<file path="config.mk">
export PLATFORM = sky130hd
export DESIGN_NAME = margin_scan_ctrl
export DESIGN_NICKNAME = d
export VERILOG_FILES = /design/src/rtl/margin_scan_pkg.sv /design/src/rtl/scan_tag_pipe.sv /design/src/rtl/margin_scan_ctrl.sv
export SDC_FILE = /design/constraint.sdc
export NUM_CORES = 1
export LEC_CHECK = 0
export BUFFER_PORTS_ARGS = -buffer_cell sky130_fd_sc_hd__buf_4
export CORE_AREA = 2 2 56 98
export DETAILED_ROUTE_END_ITERATION = 10
export DIE_AREA = 0 0 58 100
export PLACE_DENSITY = 0.81
export SYNTH_ARGS = -nofsm -noshare
export SYNTH_HDL_FRONTEND = slang
export SYNTH_SLANG_ARGS = --single-unit
</file>
<file path="constraint.sdc">
create_clock -name clk -period 3.1 [get_ports clk]
set_input_delay 0.62 -clock clk [delete_from_list [all_inputs] [get_ports clk]]
set_output_delay 0.62 -clock clk [all_outputs]
set_load 0.02 [all_outputs]
</file>
<file path="src/rtl/margin_scan_pkg.sv">
`default_nettype none
//==============================================================================
// Module : margin_scan_pkg
// Brief  : Shared state encoding, width helper and default widths for the
//          margin-scan sequencer.
// Rev    : 1.0  initial release
//==============================================================================
package margin_scan_pkg;

    // Sequencer state encoding
    localparam logic [1:0] c_st_idle  = 2'd0;
    localparam logic [1:0] c_st_scan  = 2'd1;
    localparam logic [1:0] c_st_drain = 2'd2;
    localparam logic [1:0] c_st_done  = 2'd3;

    // Bit width needed to hold 0..value-1, never narrower than one bit
    function automatic int clog2_min1(input int value);
        if (value <= 2) return 1;
        return $clog2(value);
    endfunction

    // Default geometry of the score memory
    localparam int DEF_N_SAMPLES  = 512;
    localparam int DEF_N_CLASSES  = 10;

    localparam int SAMPLE_W = clog2_min1(DEF_N_SAMPLES);
    localparam int CLASS_W  = clog2_min1(DEF_N_CLASSES);
    localparam int ADDR_W   = clog2_min1(DEF_N_SAMPLES * DEF_N_CLASSES);

endpackage
`default_nettype wire

</file>
<file path="src/rtl/scan_tag_pipe.sv">
`default_nettype none
//==============================================================================
// Module : scan_tag_pipe
// Brief  : Fixed-depth delay line with async reset and synchronous flush.
//          Carries read tags so they line up with memory read data.
// Rev    : 1.0  initial release
//==============================================================================
module scan_tag_pipe #(
    parameter int WIDTH = 8,
    parameter int DEPTH = 2
) (
    input  logic             clk,
    input  logic             rst,
    input  logic             flush,
    input  logic [WIDTH-1:0] d,
    output logic [WIDTH-1:0] q
);

    for (genvar gi = 0; gi < DEPTH; gi++) begin : g_stage
        logic [WIDTH-1:0] r_q;
        if (gi == 0) begin : g_head
            // First stage captures the incoming tag, flush empties it
            always_ff @(posedge clk or posedge rst) begin
                if (rst)        r_q <= '0;
                else if (flush) r_q <= '0;
                else            r_q <= d;
            end
        end else begin : g_tail
            // Later stages shift the previous stage forward every cycle
            always_ff @(posedge clk or posedge rst) begin
                if (rst)        r_q <= '0;
                else if (flush) r_q <= '0;
                else            r_q <= g_stage[gi-1].r_q;
            end
        end
    end

    assign q = g_stage[DEPTH-1].r_q;

endmodule
`default_nettype wire

</file>
<file path="src/rtl/margin_scan_ctrl.sv">
`default_nettype none
//==============================================================================
// Module : margin_scan_ctrl
// Brief  : Walks every (sample, class) pair of the score memory in row-major
//          order, one read per ready cycle, and emits latency-aligned tags
//          plus busy/done status. Supports abort.
// Rev    : 1.0  initial release
//==============================================================================
module margin_scan_ctrl
    import margin_scan_pkg::*;
#(
    parameter int N_SAMPLES  = 512,
    parameter int N_CLASSES  = 10,
    parameter int RD_LATENCY = 2,
    localparam int c_sample_w = clog2_min1(N_SAMPLES),
    localparam int c_addr_w   = clog2_min1(N_SAMPLES * N_CLASSES)
) (
    input  logic                  clk,
    input  logic                  rst,
    input  logic                  start,
    input  logic                  abort,
    input  logic                  ready,
    output logic                  rd_en,
    output logic [c_addr_w-1:0]   rd_addr,
    output logic                  tag_valid,
    output logic [c_sample_w-1:0] tag_sample,
    output logic                  tag_first,
    output logic                  tag_last,
    output logic                  busy,
    output logic                  done
);

    localparam int c_class_w = clog2_min1(N_CLASSES);
    localparam int c_drain_w = clog2_min1(RD_LATENCY);
    localparam int c_tag_w   = c_sample_w + 3;

    logic [1:0]            r_state;
    logic [c_class_w-1:0]  r_cls;
    logic [c_sample_w-1:0] r_smp;
    logic [c_addr_w-1:0]   r_addr;
    logic [c_drain_w-1:0]  r_drain;

    logic                  w_rd_en;
    logic                  w_last_cls;
    logic                  w_last_smp;
    logic [c_tag_w-1:0]    w_tag_in;
    logic [c_tag_w-1:0]    w_tag_out;

    assign w_rd_en    = (r_state == c_st_scan) && ready;
    assign w_last_cls = (r_cls == c_class_w'(N_CLASSES - 1));
    assign w_last_smp = (r_smp == c_sample_w'(N_SAMPLES - 1));

    // Sequencer: scan counters advance only on an issued read; the address
    // is kept as its own running counter so no multiplier is needed
    always_ff @(posedge clk or posedge rst) begin
        if (rst) begin
            r_state <= c_st_idle;
            r_cls   <= '0;
            r_smp   <= '0;
            r_addr  <= '0;
            r_drain <= '0;
        end else if (abort) begin
            r_state <= c_st_idle;
            r_cls   <= '0;
            r_smp   <= '0;
            r_addr  <= '0;
            r_drain <= '0;
        end else begin
            case (r_state)
                c_st_idle: begin
                    if (start) r_state <= c_st_scan;
                end
                c_st_scan: begin
                    if (w_rd_en) begin
                        if (w_last_cls) begin
                            r_cls <= '0;
                            if (w_last_smp) begin
                                r_smp   <= '0;
                                r_addr  <= '0;
                                r_drain <= c_drain_w'(RD_LATENCY - 1);
                                r_state <= c_st_drain;
                            end else begin
                                r_smp  <= r_smp + c_sample_w'(1);
                                r_addr <= r_addr + c_addr_w'(1);
                            end
                        end else begin
                            r_cls  <= r_cls + c_class_w'(1);
                            r_addr <= r_addr + c_addr_w'(1);
                        end
                    end
                end
                c_st_drain: begin
                    if (r_drain == '0) r_state <= c_st_done;
                    else               r_drain <= r_drain - c_drain_w'(1);
                end
                c_st_done: begin
                    r_state <= c_st_idle;
                end
                default: begin
                    r_state <= c_st_idle;
                end
            endcase
        end
    end

    // Idle slots enter the pipe as all-zero so tag fields are quiet
    // whenever tag_valid is low
    assign w_tag_in = w_rd_en ? {1'b1, r_smp, (r_cls == '0), w_last_cls} : '0;

    scan_tag_pipe #(
        .WIDTH (c_tag_w),
        .DEPTH (RD_LATENCY)
    ) u_tag_pipe (
        .clk   (clk),
        .rst   (rst),
        .flush (abort),
        .d     (w_tag_in),
        .q     (w_tag_out)
    );

    assign rd_en   = w_rd_en;
    assign rd_addr = r_addr;
    assign busy    = (r_state != c_st_idle);
    assign done    = (r_state == c_st_done);
    assign {tag_valid, tag_sample, tag_first, tag_last} = w_tag_out;

endmodule
`default_nettype wire

</file>
==> results summary <==
After clock tree synthesis, the flow added hold-fix buffers numbering 0. The sequential share of power is 0.535. The met1 demand-to-capacity share in global routing came out at 0.195. For this configuration, the core starts out at a cell density of 0.479. The clock transition at the registers of the reported paths is 0.09 ns. For the pin with the worst max-slew slack, the measured transition is 0.623 ns. The pre-antenna-repair detailed-routing pass consisted of 4 iterations. For this run, the leading register cell type out of synthesis is dfrtp_1.

The post-CTS resize count came out at 0. The pin count of the biggest net entering global routing came out at 33. The mean post-synth cell area is 10.2 sq um.

For met3 alone, demand over resource in global routing was 0.0232. After detailed routing, the number of vias per cell comes to 5.60. The share of the Yosys chip area taken by registers is 0.546.

The combinational fraction of design power is 0.186. The kind of capture point of the worst setup path is a flip-flop. The total overflow left after global routing is 0. The fraction of met2 tracks used by global routing came out at 0.316. The detailed-route wire length is 4470 um.

Yosys mapped a number of flops with a built-in enable equal to 0. The maximum buffer depth of the clock tree is 2. The floorplan die area came out at 5800 sq um. The via count of the first global-routing pass came to 1,794. Static timing analysis puts the maximum clock frequency at 0.353 GHz. The worst-case IR drop observed on VDD is 0.000405 V.

Detailed placement finished with a half-perimeter wire length of 3200 um. dfrtp_1 takes more of the synthesized area than any other cell. The number of nets with antenna violations after routing is 0. The top-level I/O count is 33. The post-synthesis to final-layout area growth came out at 16.0%. In the synthesized netlist, the number of instances is 238. The post-layout total power is 1380 uW. The number of clock sinks came out at 53. Setup repair after global routing left no endpoint under its margin. 0 antenna diodes ended up in the layout. The share of total power dissipated in the clock network is 0.279. After synthesis the netlist holds a flip-flop and latch count of 53.

The total standard cell area after synthesis came out at 2430 sq um. The endpoint required time on the critical path is 3.35 ns. Routability-driven placement finished with a final weighted congestion of 0.805.

The global-route usage over all layers came out at 0.173. The ratio of total power to cell area is 488 nW/um^2. The number of setup violations in the final report is 0. In the post-synthesis netlist, the biggest area contributors are dfrtp_1, ha_1, and3_1, nand2_1, nor2b_1. The site row count is 35. Headroom to the max-slew limit came out at 0.581. The total clock buffers created by CTS came out at 5. The class of the tightest hold or removal check is input pin to asynchronous set/reset pin. The synthesized-area fraction occupied by ao, oa, aoi and oai cells came out at 0.104. The max capacitance violation total is 0. The final worst clock skew is 0.00450 ns. The flow ran to the end, and the final reports show no timing, DRC or antenna violations. The TritonCTS clock tree is built. The remaining design rule violation count is 0.

By instance count, the leading cell after synthesis is dfrtp_1. The time the worst path needs with I/O delays and setup came out at 2.83 ns. The root buffer cell chosen for the clock tree is clkbuf_8.

In the synthesized netlist, the cells that appear most often are dfrtp_1, nand2_1, and3_1. The share of the clock period used by the worst path came out at 0.913. Of all flip-flops after synthesis, the portion carrying an async set or reset was 1.00. The static power due to leakage came out at 0.00140 uW. The die span in x is 58 um. The depth of the CTS H-tree came out at 2. The total count of hold-check failures in the final report was 0.

The detailed router's first-iteration violation count came out at 47. The routing layer with the top usage in global route is met2. The final sum of negative setup slack came out at 0 ns. The overall die height is 100 um. The average detailed-routed wire length per instance is 13.7 um. The biggest fanout along the worst timing path is 10. The first-pass GRT wire length is 7850 um.

The number of antenna violations at the first check in global routing is 0. The synthesized net count came out at 254. The kind of start point of the critical path is a flip-flop. The number of pins with negative max-slew slack in the final report came to 0. The number of post-CTS setup repair buffers is 0. Of the post-synthesis cell area, the dominant cell type holds 0.546. The insertion delay to the later sink of the worst-skew pair came out at 0.31 ns. The synthesized-area fraction occupied by and/or/nand/nor cells came out at 0.224.

The standard cell core area is 5080 sq um. The reported net switching power came out at 408 uW. The count of buffers inserted at the top-level ports is 32. Yosys printed 0 warnings. The arithmetic-cell share of the synthesized area counting full adders, half adders and majority gates came out at 0.0566. The worst setup path is of the flip-flop to flip-flop kind. The arrival time of data at the critical path endpoint is 3.08 ns.

The routed layout has 1,826 vias. The fraction of final layout cells with drive strength greater than 1 is 0.177. Internal power comes to 967 uW.

The switching part of the total is 0.297. The xor and xnor area share after synthesis is 0.0144. The final net count came out at 286. The number of different library cells in the post-synthesis netlist is 33.

The largest family of logic cells by synthesized area is simple AND/OR/NAND/NOR gates. The multiplexer fraction of the synthesized cell area is 0.0206.
## registers in the layout (all words and copies together), names as in the netlist
signal / flops
r_state: 2
u_tag_pipe.q: 12
r_drain: 1
r_smp: 9
u_tag_pipe.g_stage.r_q: 12
r_cls: 4
rd_addr: 13
## per-layer routing
metal  vias to the layer above  part of all wire
li1                        885                 -
met1                       902              0.40
met2                        32              0.55
met3                         7             0.030
met4                         0             0.021
met5                         -                 0
## per-stage QoR
step / area (sq um) / worst slack (ns) / instances / hold WS (ns) / utilization
2_1_floorplan: 2430 / 0.402 / 238 / 0.439 / -
3_3_place_gp: 2730 / 0.350 / 318 / 0.442 / 0.538
3_5_place_dp: 2730 / 0.293 / 318 / 0.453 / 0.538
4_1_cts: 2820 / 0.269 / 326 / 0.325 / 0.555
5_1_grt: 2820 / 0.123 / 326 / 0.351 / 0.555
6_report: 2820 / 0.269 / 326 / 0.314 / 0.555
## worst paths after layout
check | start | to | slack, ns | depth (start not counted)
max in group asynchronous | rst | rd_addr[0]$_DFFE_PP0P_ | 2.04 | 3
worst max register to register | r_smp[0]$_DFFE_PP0P_ | rd_addr[12]$_DFFE_PP0P_ | 0.27 | 9
worst min register to register | u_tag_pipe.g_stage[0].r_q[3]$_DFF_PP0_ | u_tag_pipe.q[3]$_DFF_PP0_ | 0.47 | 1
worst max-delay path | r_smp[0]$_DFFE_PP0P_ | rd_addr[12]$_DFFE_PP0P_ | 0.27 | 9
worst min-delay path | rst | u_tag_pipe.g_stage[0].r_q[5]$_DFF_PP0_ | 0.31 | 2
min in group clk | u_tag_pipe.g_stage[0].r_q[3]$_DFF_PP0_ | u_tag_pipe.q[3]$_DFF_PP0_ | 0.47 | 1
## placed cells by master, fill, tap and decap left out
cell type | Yosys | routed
and2_1 | 2 | 2
and3_1 | 16 | 16
xor2_1 | 2 | 2
buf_4 | 0 | 37
a22o_1 | 4 | 4
a311oi_1 | 1 | 1
xnor2_1 | 2 | 2
a31oi_1 | 2 | 2
o22ai_1 | 1 | 1
a2bb2oi_1 | 3 | 3
nand3b_1 | 4 | 4
nand3_1 | 11 | 11
o31ai_1 | 1 | 1
inv_2 | 0 | 1
nor2b_1 | 13 | 13
inv_1 | 10 | 9
and3b_2 | 1 | 1
and4b_4 | 1 | 1
o21ai_0 | 12 | 12
a21boi_0 | 1 | 1
nor2_1 | 14 | 14
clkbuf_8 | 0 | 5
or4_1 | 3 | 3
dfrtp_1 | 53 | 53
nand4b_1 | 1 | 1
ha_1 | 11 | 11
nand4_1 | 3 | 3
nor3_1 | 3 | 3
mux2i_1 | 5 | 5
a21oi_1 | 15 | 15
o211ai_1 | 2 | 2
nand2_1 | 23 | 23
clkbuf_1 | 11 | 1
or3_1 | 5 | 5
or2_2 | 1 | 1
clkinvlp_4 | 0 | 2
## final cells by class
cell class                 instances  area [sq um]
tap                               55          68.8
multi-input combinational        163          1020
inverter                          10          37.5
clock buffer                       6          72.6
fill                             455          2260
sequential                        53          1330
timing repair buffer              37           278
clock inverter                     2          15.0
## kinds of logic (layout without fill, tap and decap cells)
| kind of cell | count (synthesis) | count (layout) |
|---|---|---|
| adders and majority gates | 11 | 11 |
| DFF | 53 | 53 |
| buffers and inverters | 22 | 55 |
| muxes | 5 | 5 |
| xor gates and xnor gates | 4 | 4 |
| and+or+nand+nor | 101 | 101 |
| AOI/OAI and AO/OA | 42 | 42 |
## power by group through the flow
stage	combinational, uW	clock, uW	sequential [uW]
after floorplan	172	0	752
after global placement	250	0	749
after detailed placement	258	0	750
after CTS	259	391	736
after global routing	292	419	739
final	255	384	736
## worst max-delay path, stage by stage, from the launching register on
cell and delay (ns):
dfrtp_1 0.43, ha_1 0.24, and3_1 0.22, and3_1 0.20, and3_1 0.18, ha_1 0.20, and4b_4 0.21, or3_1 0.46
or4_1 0.54, nand3_1 0.09
No activity file was read; power rests on OpenSTA's default activity.
